**config.mk**
```make
export PLATFORM = sky130hd
export DESIGN_NAME = shiftadd_iterative
export DESIGN_NICKNAME = d
export VERILOG_FILES = /design/src/rtl/shiftadd_iterative.sv
export SDC_FILE = /design/constraint.sdc
export NUM_CORES = 2
export LEC_CHECK = 0
export CELL_PAD_IN_SITES_DETAIL_PLACEMENT = 1
export CELL_PAD_IN_SITES_GLOBAL_PLACEMENT = 1
export CORE_MARGIN = 8
export CORE_UTILIZATION = 41
export CTS_CLUSTER_DIAMETER = 50
export CTS_CLUSTER_SIZE = 40
export DETAILED_ROUTE_END_ITERATION = 16
export GPL_ROUTABILITY_DRIVEN = 0
export GPL_TIMING_DRIVEN = 0
export PLACE_DENSITY_LB_ADDON = 0.1
export SKIP_CTS_REPAIR_TIMING = 1
export SYNTH_ARGS = -nofsm -noshare
export SYNTH_HDL_FRONTEND = slang
export SYNTH_SLANG_ARGS = --single-unit
```
**constraint.sdc**
```tcl
create_clock -name clk_i -period 6.4 [get_ports clk_i]
set_clock_uncertainty 0.1 [all_clocks]
set_input_delay 1.92 -clock clk_i [delete_from_list [all_inputs] [get_ports clk_i]]
set_output_delay 1.92 -clock clk_i [all_outputs]
set_load 0.1 [all_outputs]
```
**src/rtl/shiftadd_iterative.sv**
```systemverilog
// rtl/shiftadd_iterative.sv - iterative shift-add reducer for 2^k-1 and 2^k+1 moduli
module shiftadd_iterative #(
    parameter int DATA_LENGTH = 64,
    parameter int BL_WIDTH    = $clog2(DATA_LENGTH + 1),
    parameter int ACC_WIDTH   = DATA_LENGTH + 2
) (
    input  logic                   clk_i,
    input  logic                   rst_ni,
    input  logic                   valid_i,
    output logic                   ready_o,
    input  logic [DATA_LENGTH-1:0] x_i,
    input  logic [DATA_LENGTH-1:0] m_i,
    input  logic [BL_WIDTH-1:0]    m_bl_i,
    output logic                   valid_o,
    input  logic                   ready_i,
    output logic [DATA_LENGTH-1:0] result_o,
    output logic                   err_o,
    output logic [1:0]             mode_o,
    output logic                   busy_o
);

    typedef enum logic [2:0] {S_IDLE, S_CHECK, S_FOLD, S_CORRECT, S_DONE} state_t;

    localparam logic [1:0]             MODE_NONE = 2'd0;
    localparam logic [1:0]             MODE_MERS = 2'd1;
    localparam logic [1:0]             MODE_FERM = 2'd2;
    localparam logic [BL_WIDTH-1:0]    DL_BL     = BL_WIDTH'(DATA_LENGTH);
    localparam logic [BL_WIDTH-1:0]    BL_ONE    = BL_WIDTH'(1);
    localparam logic [BL_WIDTH-1:0]    BL_TWO    = BL_WIDTH'(2);
    localparam logic [BL_WIDTH-1:0]    BL_THREE  = BL_WIDTH'(3);
    localparam logic [DATA_LENGTH:0]   ONE_W     = (DATA_LENGTH + 1)'(1);
    localparam int                     PAD       = ACC_WIDTH - DATA_LENGTH;

    state_t                       state_q, state_d;
    logic [DATA_LENGTH-1:0]       r_q, m_q;
    logic [BL_WIDTH-1:0]          bl_q, k_q;
    logic signed [ACC_WIDTH-1:0]  acc_q;
    logic                         sign_q, err_q;
    logic [1:0]                   mode_q;

    logic [DATA_LENGTH:0]         mers_val, ferm_val;
    logic                         is_mers, is_ferm;
    logic [DATA_LENGTH-1:0]       mask, chunk, r_shift;
    logic signed [ACC_WIDTH-1:0]  chunk_s, m_s, fold_acc, corr_acc;
    logic                         corr_in_range;

    // Widened by one bit so that m_bl == DATA_LENGTH forms 2^m_bl without overflow.
    assign mers_val = (ONE_W << bl_q) - ONE_W;
    assign ferm_val = (ONE_W << (bl_q - BL_ONE)) + ONE_W;
    assign is_mers  = (bl_q >= BL_TWO) && (bl_q <= DL_BL) && (mers_val == {1'b0, m_q});
    assign is_ferm  = !is_mers && (bl_q >= BL_THREE) && (bl_q <= DL_BL)
                      && (ferm_val == {1'b0, m_q});

    assign mask     = ~({DATA_LENGTH{1'b1}} << k_q);
    assign chunk    = r_q & mask;
    assign chunk_s  = $signed({{PAD{1'b0}}, chunk});
    assign r_shift  = (k_q >= DL_BL) ? '0 : (r_q >> k_q);
    assign fold_acc = (mode_q == MODE_FERM && sign_q) ? acc_q - chunk_s : acc_q + chunk_s;

    assign m_s      = $signed({{PAD{1'b0}}, m_q});
    assign corr_acc = acc_q[ACC_WIDTH-1] ? acc_q + m_s :
                      (acc_q >= m_s)     ? acc_q - m_s : acc_q;
    assign corr_in_range = !corr_acc[ACC_WIDTH-1] && (corr_acc < m_s);

    always_ff @(posedge clk_i or negedge rst_ni) begin
        if (!rst_ni) begin
            state_q <= S_IDLE;
        end else begin
            state_q <= state_d;
        end
    end

    always_comb begin
        state_d = state_q;
        case (state_q)
            S_IDLE:    if (valid_i) state_d = S_CHECK;
            S_CHECK:   state_d = (is_mers || is_ferm) ? S_FOLD : S_DONE;
            S_FOLD:    if (r_shift == '0) state_d = S_CORRECT;
            S_CORRECT: if (corr_in_range) state_d = S_DONE;
            S_DONE:    if (ready_i) state_d = S_IDLE;
            default:   state_d = S_IDLE;
        endcase
    end

    always_comb begin
        ready_o  = (state_q == S_IDLE);
        busy_o   = (state_q != S_IDLE);
        valid_o  = (state_q == S_DONE);
        result_o = valid_o ? acc_q[DATA_LENGTH-1:0] : '0;
        err_o    = valid_o && err_q;
        mode_o   = valid_o ? mode_q : MODE_NONE;
    end

    always_ff @(posedge clk_i or negedge rst_ni) begin
        if (!rst_ni) begin
            r_q    <= '0;
            m_q    <= '0;
            bl_q   <= '0;
            k_q    <= '0;
            acc_q  <= '0;
            sign_q <= 1'b0;
            err_q  <= 1'b0;
            mode_q <= MODE_NONE;
        end else begin
            case (state_q)
                S_IDLE: begin
                    if (valid_i) begin
                        r_q    <= x_i;
                        m_q    <= m_i;
                        bl_q   <= m_bl_i;
                        acc_q  <= '0;
                        err_q  <= 1'b0;
                        mode_q <= MODE_NONE;
                    end
                end
                S_CHECK: begin
                    acc_q  <= '0;
                    sign_q <= 1'b0;
                    if (is_mers) begin
                        k_q    <= bl_q;
                        mode_q <= MODE_MERS;
                    end else if (is_ferm) begin
                        k_q    <= bl_q - BL_ONE;
                        mode_q <= MODE_FERM;
                    end else begin
                        err_q  <= 1'b1;
                        mode_q <= MODE_NONE;
                    end
                end
                // Fermat chunks alternate sign because 2^k == -1 (mod 2^k+1).
                S_FOLD: begin
                    acc_q  <= fold_acc;
                    r_q    <= r_shift;
                    sign_q <= ~sign_q;
                end
                S_CORRECT: acc_q <= corr_acc;
                default: ;
            endcase
        end
    end

endmodule

```
* Word-level counts from Yosys, hierarchy flattened
Index checks and enable logic that the tools add are counted.
Operators by class: equal/unequal tests 13, reductions and logical operators 26, magnitude comparators 6, bitwise logic cells 3, add/subtract/negate cells 7, multiplexer cells 27, shift operators 4
Operators with widths (count):
- 2-to-1 mux 66 bit | 4
- case mux 66 bit (4 select lines) | 1
- 2-to-1 mux 64 bit | 3
- adder 66 x 65 -> 66 bit | 2
- subtractor 66 x 65 -> 66 bit | 2
- equality test 65 x 64 -> 1 bit | 2
- << shifter 1 x 7 -> 65 bit (first input constant) | 2
- case mux 64 bit (2 select lines) | 1
- greater-or-equal comparator 66 x 65 -> 1 bit | 1
- less-than comparator 66 x 65 -> 1 bit | 1
- adder 65 x 1 -> 65 bit (second input constant) | 1
- subtractor 65 x 1 -> 65 bit (second input constant) | 1
- AND 64 bit | 1
- zero test 64 bit | 1
- inverter 64 bit | 1
- << shifter 64 x 7 -> 64 bit (first input constant) | 1
- right shift 64 x 7 -> 64 bit | 1
- 2-to-1 mux 3 bit | 5
- case mux 3 bit (5 select lines) | 1
- greater-or-equal comparator 7 x 2 -> 1 bit (second input constant) | 2
- 2-to-1 mux 7 bit | 2
- != test 2 bit (second input constant) | 5
- AND reduction 2 bit | 5
- logical AND 1 bit | 8
- other kinds (20) | 32
Storage, ports and cells: input bits 139, bits in registers 215

* Longest topological paths before layout
depth in word-level cells 11, mapped depth 29, gate-level depth less buffers 28

* Least setup slack after synthesis
Ideal clock, no wire load.
kind register to register, start register k_q[5], end register acc_q[65], required time 6.174 ns, arrival time 6.140 ns, setup time 0.126 ns, cell stages (with the launch flop) 25, setup slack 0.034 ns, cells stage by stage dfrtp_1 > or4_1 > clkbuf_1 > o21ai_0 > nand4_1 > nor3b_1 > o21a_1 > o21a_1 > nand2_1 > nor3b_1 > a31oi_1 > xor2_1 > ha_1 > clkbuf_1 > a21o_1 > a21o_1 > a21oi_1 > a211o_1 > or4b_2 > o21ai_0 > a221oi_1 > a211oi_1 > a31oi_1 > xnor2_1 > a221o_1
Between the ends: cells in the longest elaborated chain, start to end 6, elaborated cells on any way between the ends 7, classes of those cells add/sub (2); shift (1); mux (2); bitwise (2)
RTL lines:
- start, declared | line 36 | logic [BL_WIDTH-1:0] bl_q, k_q;
- start signal, assigned | line 120 | k_q <= bl_q;
- start signal, assigned | line 123 | k_q <= bl_q - BL_ONE;
- << shifter 64 x 7 -> 64 bit * | line 54 | assign mask = ~({DATA_LENGTH{1'b1}} << k_q);
- inverter 64 bit * | line 54
- AND 64 bit * | line 55 | assign chunk = r_q & mask;
- adder 66 x 65 -> 66 bit or subtractor 66 x 65 -> 66 bit (tied branches) | line 58 | assign fold_acc = (mode_q == MODE_FERM && sign_q) ? acc_q - chunk_s : acc_q + chunk_s;
- 2-to-1 mux 66 bit * | line 58
- case mux 66 bit (4 select lines) * | line 105 | case (state_q)
- end signal, assigned | line 132 | acc_q <= fold_acc;
- end signal, assigned | line 136 | S_CORRECT: acc_q <= corr_acc;
- end, declared | line 37 | logic signed [ACC_WIDTH-1:0] acc_q;
Mark *: on every way between the ends. The rest lies on a longest branch, timed or not. A chain may end at the register's enable or synchronous reset.

* Final worst setup path
start register acc_q[3], end register state_q[2]
Between the ends: cells in the longest elaborated chain, start to end 7, elaborated cells on any way between the ends 10, classes of those cells add/sub (2); order compare (2); eq/ne (1); mux (2); reduce/logical (3)
RTL lines:
- subtractor 66 x 65 -> 66 bit or greater-or-equal comparator 66 x 65 -> 1 bit (tied branches) | line 62 | (acc_q >= m_s) ? acc_q - m_s : acc_q;
- 2-to-1 mux 66 bit | line 62
- 2-to-1 mux 66 bit * | line 61 | assign corr_acc = acc_q[ACC_WIDTH-1] ? acc_q + m_s :
- less-than comparator 66 x 65 -> 1 bit or zero test 1 bit (tied branches) | line 63 | assign corr_in_range = !corr_acc[ACC_WIDTH-1] && (corr_acc < m_s);
- logical AND 1 bit * | line 63
- != test 2 bit (no source line) *
- AND reduction 4 bit (no source line) *
- end signal, assigned | line 69 | state_q <= state_d;
- end, declared | line 34 | state_t state_q, state_d;
Marked as above.

==> flow_results.xml <==
<?xml version="1.0" encoding="UTF-8"?>
<metrics>
  <group name="global_route">
    <metric name="vias_in_the_first_global_route" unit="">42110</metric>
    <metric name="grt_overflow" unit="">0</metric>
    <metric name="grt.total_usage" unit="">0.4210</metric>
    <metric name="grt_first_pass_wirelength" unit="um">287400</metric>
    <metric name="grt_start_max_net_pins" unit="">111</metric>
    <metric name="grt_antenna_before_repair" unit="">8</metric>
  </group>
  <group name="detailed_routing">
    <metric name="drtAntennaViolNets" unit="">0</metric>
    <metric name="detail_route.vias_per_cell" unit="">6.935</metric>
    <metric name="postRouteWirelength" unit="um">206400</metric>
    <metric name="wire_per_inst" unit="um">33.15</metric>
    <metric name="post-route-drc-count" unit="">0</metric>
    <metric name="detailedRoute.firstIterationViolations" unit="">4901</metric>
    <metric name="dr.pass1.iters" unit="">8</metric>
    <metric name="routed-via-count" unit="">43190</metric>
  </group>
  <group name="timing">
    <metric name="timing.final.max_slew_violations" unit="">0</metric>
    <metric name="worst-slew-pin-transition" unit="ns">1.462</metric>
    <metric name="report.final.setup_viol" unit="">3</metric>
    <metric name="worst_slew_margin_rel" unit="">0.02534</metric>
    <metric name="setup_repair_after_global_routing_missed_its_margin" unit="">yes</metric>
    <metric name="final.period_utilization" unit="">1.075</metric>
    <metric name="final-hold-violation-count" unit="">0</metric>
    <metric name="final.min_clock_period" unit="ns">6.883</metric>
    <metric name="maxClockFrequency" unit="MHz">145.3</metric>
    <metric name="setup_ws" unit="ns">-0.4830</metric>
  </group>
  <group name="worst_setup_path">
    <metric name="reg2regPathDepth" unit="">27</metric>
    <metric name="crit_path_max_fanout" unit="">6</metric>
    <metric name="critical_path_required" unit="ns">6.78</metric>
    <metric name="end_kind" unit="">register</metric>
    <metric name="critical_path_startpoint_category" unit="">register</metric>
    <metric name="worst-endpoint-arrival" unit="ns">7.26</metric>
    <metric name="crit_type" unit="">reg2reg</metric>
  </group>
  <group name="cells_and_area">
    <metric name="layout-drive-gt1-share" unit="">0.1568</metric>
    <metric name="layout.nets" unit="">5533</metric>
    <metric name="total_area_of_multi_input_combinational_cells" unit="mm2">0.02816</metric>
    <metric name="layout.filler_cells" unit="">10190</metric>
    <metric name="layout.cell_area.non_filler" unit="mm2">0.04222</metric>
    <metric name="finalNonFillerCells" unit="">6227</metric>
    <metric name="area_growth" unit="%">24.76</metric>
    <metric name="final_core_util" unit="">0.5159</metric>
    <metric name="area.sequential" unit="mm2">0.005474</metric>
  </group>
  <group name="synth">
    <metric name="yosys_register_bits" unit="">215</metric>
    <metric name="postSynthCellCount" unit="">4718</metric>
    <metric name="post_synth.cell_area_avg" unit="um2">7.174</metric>
    <metric name="synth-warning-count" unit="">0</metric>
    <metric name="async_flop_share" unit="">1.000</metric>
    <metric name="ys_flop_type" unit="">sky130_fd_sc_hd__dfrtp_1</metric>
    <metric name="post_synth_instance_area" unit="mm2">0.03384</metric>
    <metric name="seq_area_frac_synth" unit="">0.1590</metric>
    <metric name="number_of_synthesized_flops_with_an_enable_pin" unit="">0</metric>
    <metric name="synth_unique_cells" unit="">98</metric>
    <metric name="synth.net_count" unit="">5125</metric>
  </group>
  <group name="pwr">
    <metric name="power.static_leakage" unit="uW">0.01751</metric>
    <metric name="power_per_cell_area" unit="mW/mm2">435.2</metric>
    <metric name="post-layout-total-power" unit="uW">18380</metric>
    <metric name="power.ir.vdd_worst" unit="mV">0.3451</metric>
  </group>
  <group name="place">
    <metric name="dpl_cell_area" unit="mm2">0.03732</metric>
    <metric name="dp.final_hpwl" unit="um">160400</metric>
    <metric name="port_buffer_count" unit="">208</metric>
    <metric name="numPlacedInstances" unit="">5998</metric>
    <metric name="preCtsSetupSlack" unit="ns">-4.858</metric>
  </group>
  <group name="die">
    <metric name="floorplan.die_area" unit="mm2">0.09200</metric>
    <metric name="top_level_ports" unit="">209</metric>
    <metric name="die_w" unit="um">303.3</metric>
    <metric name="start_util" unit="">0.4135</metric>
    <metric name="std_cell_rows" unit="">105</metric>
    <metric name="core_region_area" unit="mm2">0.08185</metric>
    <metric name="fp.dieH" unit="um">303.3</metric>
  </group>
  <group name="clocking">
    <metric name="numCtsBuffers" unit="">36</metric>
    <metric name="clock-root-buffer" unit="">sky130_fd_sc_hd__clkbuf_16</metric>
    <metric name="tritoncts" unit="">built</metric>
    <metric name="clockBufferDepth" unit="">3</metric>
    <metric name="worst_setup_hold_path_clk_slew" unit="ns">0.05</metric>
    <metric name="tritoncts_num_sinks" unit="">215</metric>
    <metric name="insertion_delay" unit="ns">0.60</metric>
    <metric name="htreeDepth" unit="">2</metric>
  </group>
  <group name="run">
    <metric name="cap_violations" unit="">0</metric>
  </group>
  <group name="hold_path">
    <metric name="min_delay_path_depth" unit="">1</metric>
    <metric name="class_of_the_tightest_hold_or_removal_check" unit="">reg2reg</metric>
  </group>
  <group name="outcome">
    <metric name="violations_in_the_final_reports" unit="">setup timing</metric>
    <metric name="outcome" unit="">finished, violations left</metric>
  </group>
</metrics>
-- routing by layer --
| metal | global-route usage | vias up | share of wire |
|---|---|---|---|
| li1 | - | 18260 | - |
| met1 | 0.4813 | 20950 | 0.36 |
| met2 | 0.6362 | 2921 | 0.43 |
| met3 | 0.1199 | 1051 | 0.11 |
| met4 | 0.3797 | 6 | 0.11 |
| met5 | 0.001081 | - | 0.00016 |
-- Yosys cell counts (26+ instances only) --
master	n	area, um2
sky130_fd_sc_hd__and2_1	99	619.3
sky130_fd_sc_hd__nor4_1	41	256.5
sky130_fd_sc_hd__nand3_1	99	495.5
sky130_fd_sc_hd__nand2_1	543	2038
sky130_fd_sc_hd__o31ai_1	45	337.8
sky130_fd_sc_hd__inv_1	185	694.4
sky130_fd_sc_hd__nor3_1	97	485.5
sky130_fd_sc_hd__or3_1	36	225.2
sky130_fd_sc_hd__a21oi_1	363	1817
sky130_fd_sc_hd__o21bai_1	41	307.8
sky130_fd_sc_hd__o211ai_1	30	225.2
sky130_fd_sc_hd__mux4_2	55	1239
sky130_fd_sc_hd__o22ai_1	60	375.4
sky130_fd_sc_hd__xnor2_1	217	1901
sky130_fd_sc_hd__ha_1	265	3316
sky130_fd_sc_hd__a221oi_1	31	271.5
sky130_fd_sc_hd__o21ai_0	433	2167
sky130_fd_sc_hd__and3_1	26	162.7
sky130_fd_sc_hd__a22oi_1	52	390.4
sky130_fd_sc_hd__mux2i_1	67	670.6
sky130_fd_sc_hd__nor2_1	446	1674
sky130_fd_sc_hd__clkbuf_1	282	1059
sky130_fd_sc_hd__a21o_1	79	593.1
sky130_fd_sc_hd__nand4_1	83	519.3
sky130_fd_sc_hd__xor2_1	89	779.5
sky130_fd_sc_hd__nor2b_1	49	306.5
sky130_fd_sc_hd__a211oi_1	36	270.3
sky130_fd_sc_hd__o21a_1	39	292.8
sky130_fd_sc_hd__buf_1	42	157.7
sky130_fd_sc_hd__nand2b_1	49	306.5
sky130_fd_sc_hd__a31oi_1	84	525.5
sky130_fd_sc_hd__dfrtp_1	215	5380
sky130_fd_sc_hd__a221o_1	56	560.5
-- layout make-up --
cell class,instances,area share
flip-flops and latches,215,0.1296
repair buffers,409,0.08679
multi-input cells,3976,0.6669
clock buffers,39,0.02208
clock inverters,26,0.008742
diodes,4,0.0002371
plain buffers,297,0.03343
well taps,1070,0.03171
inverters,191,0.02045
-- cells by family (layout without fill, tap and decap cells) --
family          Yosys count  after routing  synth area share
flops                   215            215            0.1590
simple gates           1669           1670            0.2349
fa+ha+maj               268            268           0.09974
other cells               0              4                 0
mux                     134            134           0.06041
xor+xnor                306            306           0.07919
buf+inv                 528            962           0.05945
compound gates         1598           1598            0.3074
-- stage by stage --
step / hold WS (ns) / setup TNS, ns
2_1_floorplan: 0.3544 / 0
3_3_place_gp: 0.3809 / -1473.23
3_5_place_dp: 0.3895 / -91.97
4_1_cts: 0.4009 / -104.92
5_1_grt: 0.4381 / -2.389
6_report: 0.4027 / -1.340
-- sequential cells by signal (all words and copies together) (netlist names) --
register  count
acc_q        66
bl_q          7
err_q         1
k_q           7
m_q          64
mode_q        2
r_q          64
sign_q        1
state_q       3
-- final timing paths --
check	from	endpoint	slack [ns]
max in group asynchronous	rst_ni	m_q[59]	3.67
setup / recovery	acc_q[3]	state_q[2]	-0.48
hold / removal	sign_q	sign_q	0.40
min in group asynchronous	rst_ni	r_q[12]	1.30
setup reg to reg	acc_q[3]	state_q[2]	-0.48
hold reg to reg	sign_q	sign_q	0.40
-- cells in the final DEF, fill, tap and decap left out, types with 75 or more instances in the layout --
cell type                         Yosys  final
sky130_fd_sc_hd__inv_1              185    141
sky130_fd_sc_hd__xor2_1              89     87
sky130_fd_sc_hd__buf_4                3    206
sky130_fd_sc_hd__a31oi_1             84     76
sky130_fd_sc_hd__a21oi_1            363    339
sky130_fd_sc_hd__clkbuf_1           282    185
sky130_fd_sc_hd__clkdlybuf4s50_1      0    197
sky130_fd_sc_hd__nor2_1             446    436
sky130_fd_sc_hd__a21o_1              79     78
sky130_fd_sc_hd__o21ai_0            433    398
sky130_fd_sc_hd__nor3_1              97     83
sky130_fd_sc_hd__ha_1               265    229
sky130_fd_sc_hd__dfrtp_1            215    140
sky130_fd_sc_hd__xnor2_1            217    215
sky130_fd_sc_hd__nand4_1             83     83
sky130_fd_sc_hd__and2_1              99     99
sky130_fd_sc_hd__dfrtp_2              0     75
sky130_fd_sc_hd__nand3_1             99     96
sky130_fd_sc_hd__nand2_1            543    538
-- where the power goes --
group	switching (uW)	leakage (uW)	internal, uW
sequential	943	0.00267	1810
combinational	8980	0.0142	4460
clock	852	0.000629	1330
-- worst max-delay path, cell delays in order, from the launching register on --
cell                       delay (ns)
sky130_fd_sc_hd__dfrtp_1         0.57
sky130_fd_sc_hd__ha_1            0.33
sky130_fd_sc_hd__or2_2           0.31
sky130_fd_sc_hd__o211ai_1        0.40
sky130_fd_sc_hd__a21oi_2         0.21
sky130_fd_sc_hd__a311oi_4        0.33
sky130_fd_sc_hd__buf_6           0.18
sky130_fd_sc_hd__nor4_4          0.07
sky130_fd_sc_hd__o21ai_4         0.27
sky130_fd_sc_hd__o31a_1          0.28
sky130_fd_sc_hd__o21ai_1         0.09
sky130_fd_sc_hd__a31oi_1         0.31
sky130_fd_sc_hd__mux2_4          0.36
sky130_fd_sc_hd__o221a_4         0.15
sky130_fd_sc_hd__ha_4            0.27
sky130_fd_sc_hd__nand4_1         0.24
sky130_fd_sc_hd__nor3_4          0.32
sky130_fd_sc_hd__nand4_1         0.24
sky130_fd_sc_hd__or3_4           0.47
sky130_fd_sc_hd__nor2_4          0.16
sky130_fd_sc_hd__a211o_1         0.20
sky130_fd_sc_hd__nor3_4          0.06
sky130_fd_sc_hd__o21ai_4         0.11
sky130_fd_sc_hd__a221oi_2        0.09
sky130_fd_sc_hd__a31oi_2         0.21
sky130_fd_sc_hd__nor3_4          0.08
sky130_fd_sc_hd__buf_12          0.17
sky130_fd_sc_hd__a21boi_1        0.13
Power figures use the tool's default switching activity.
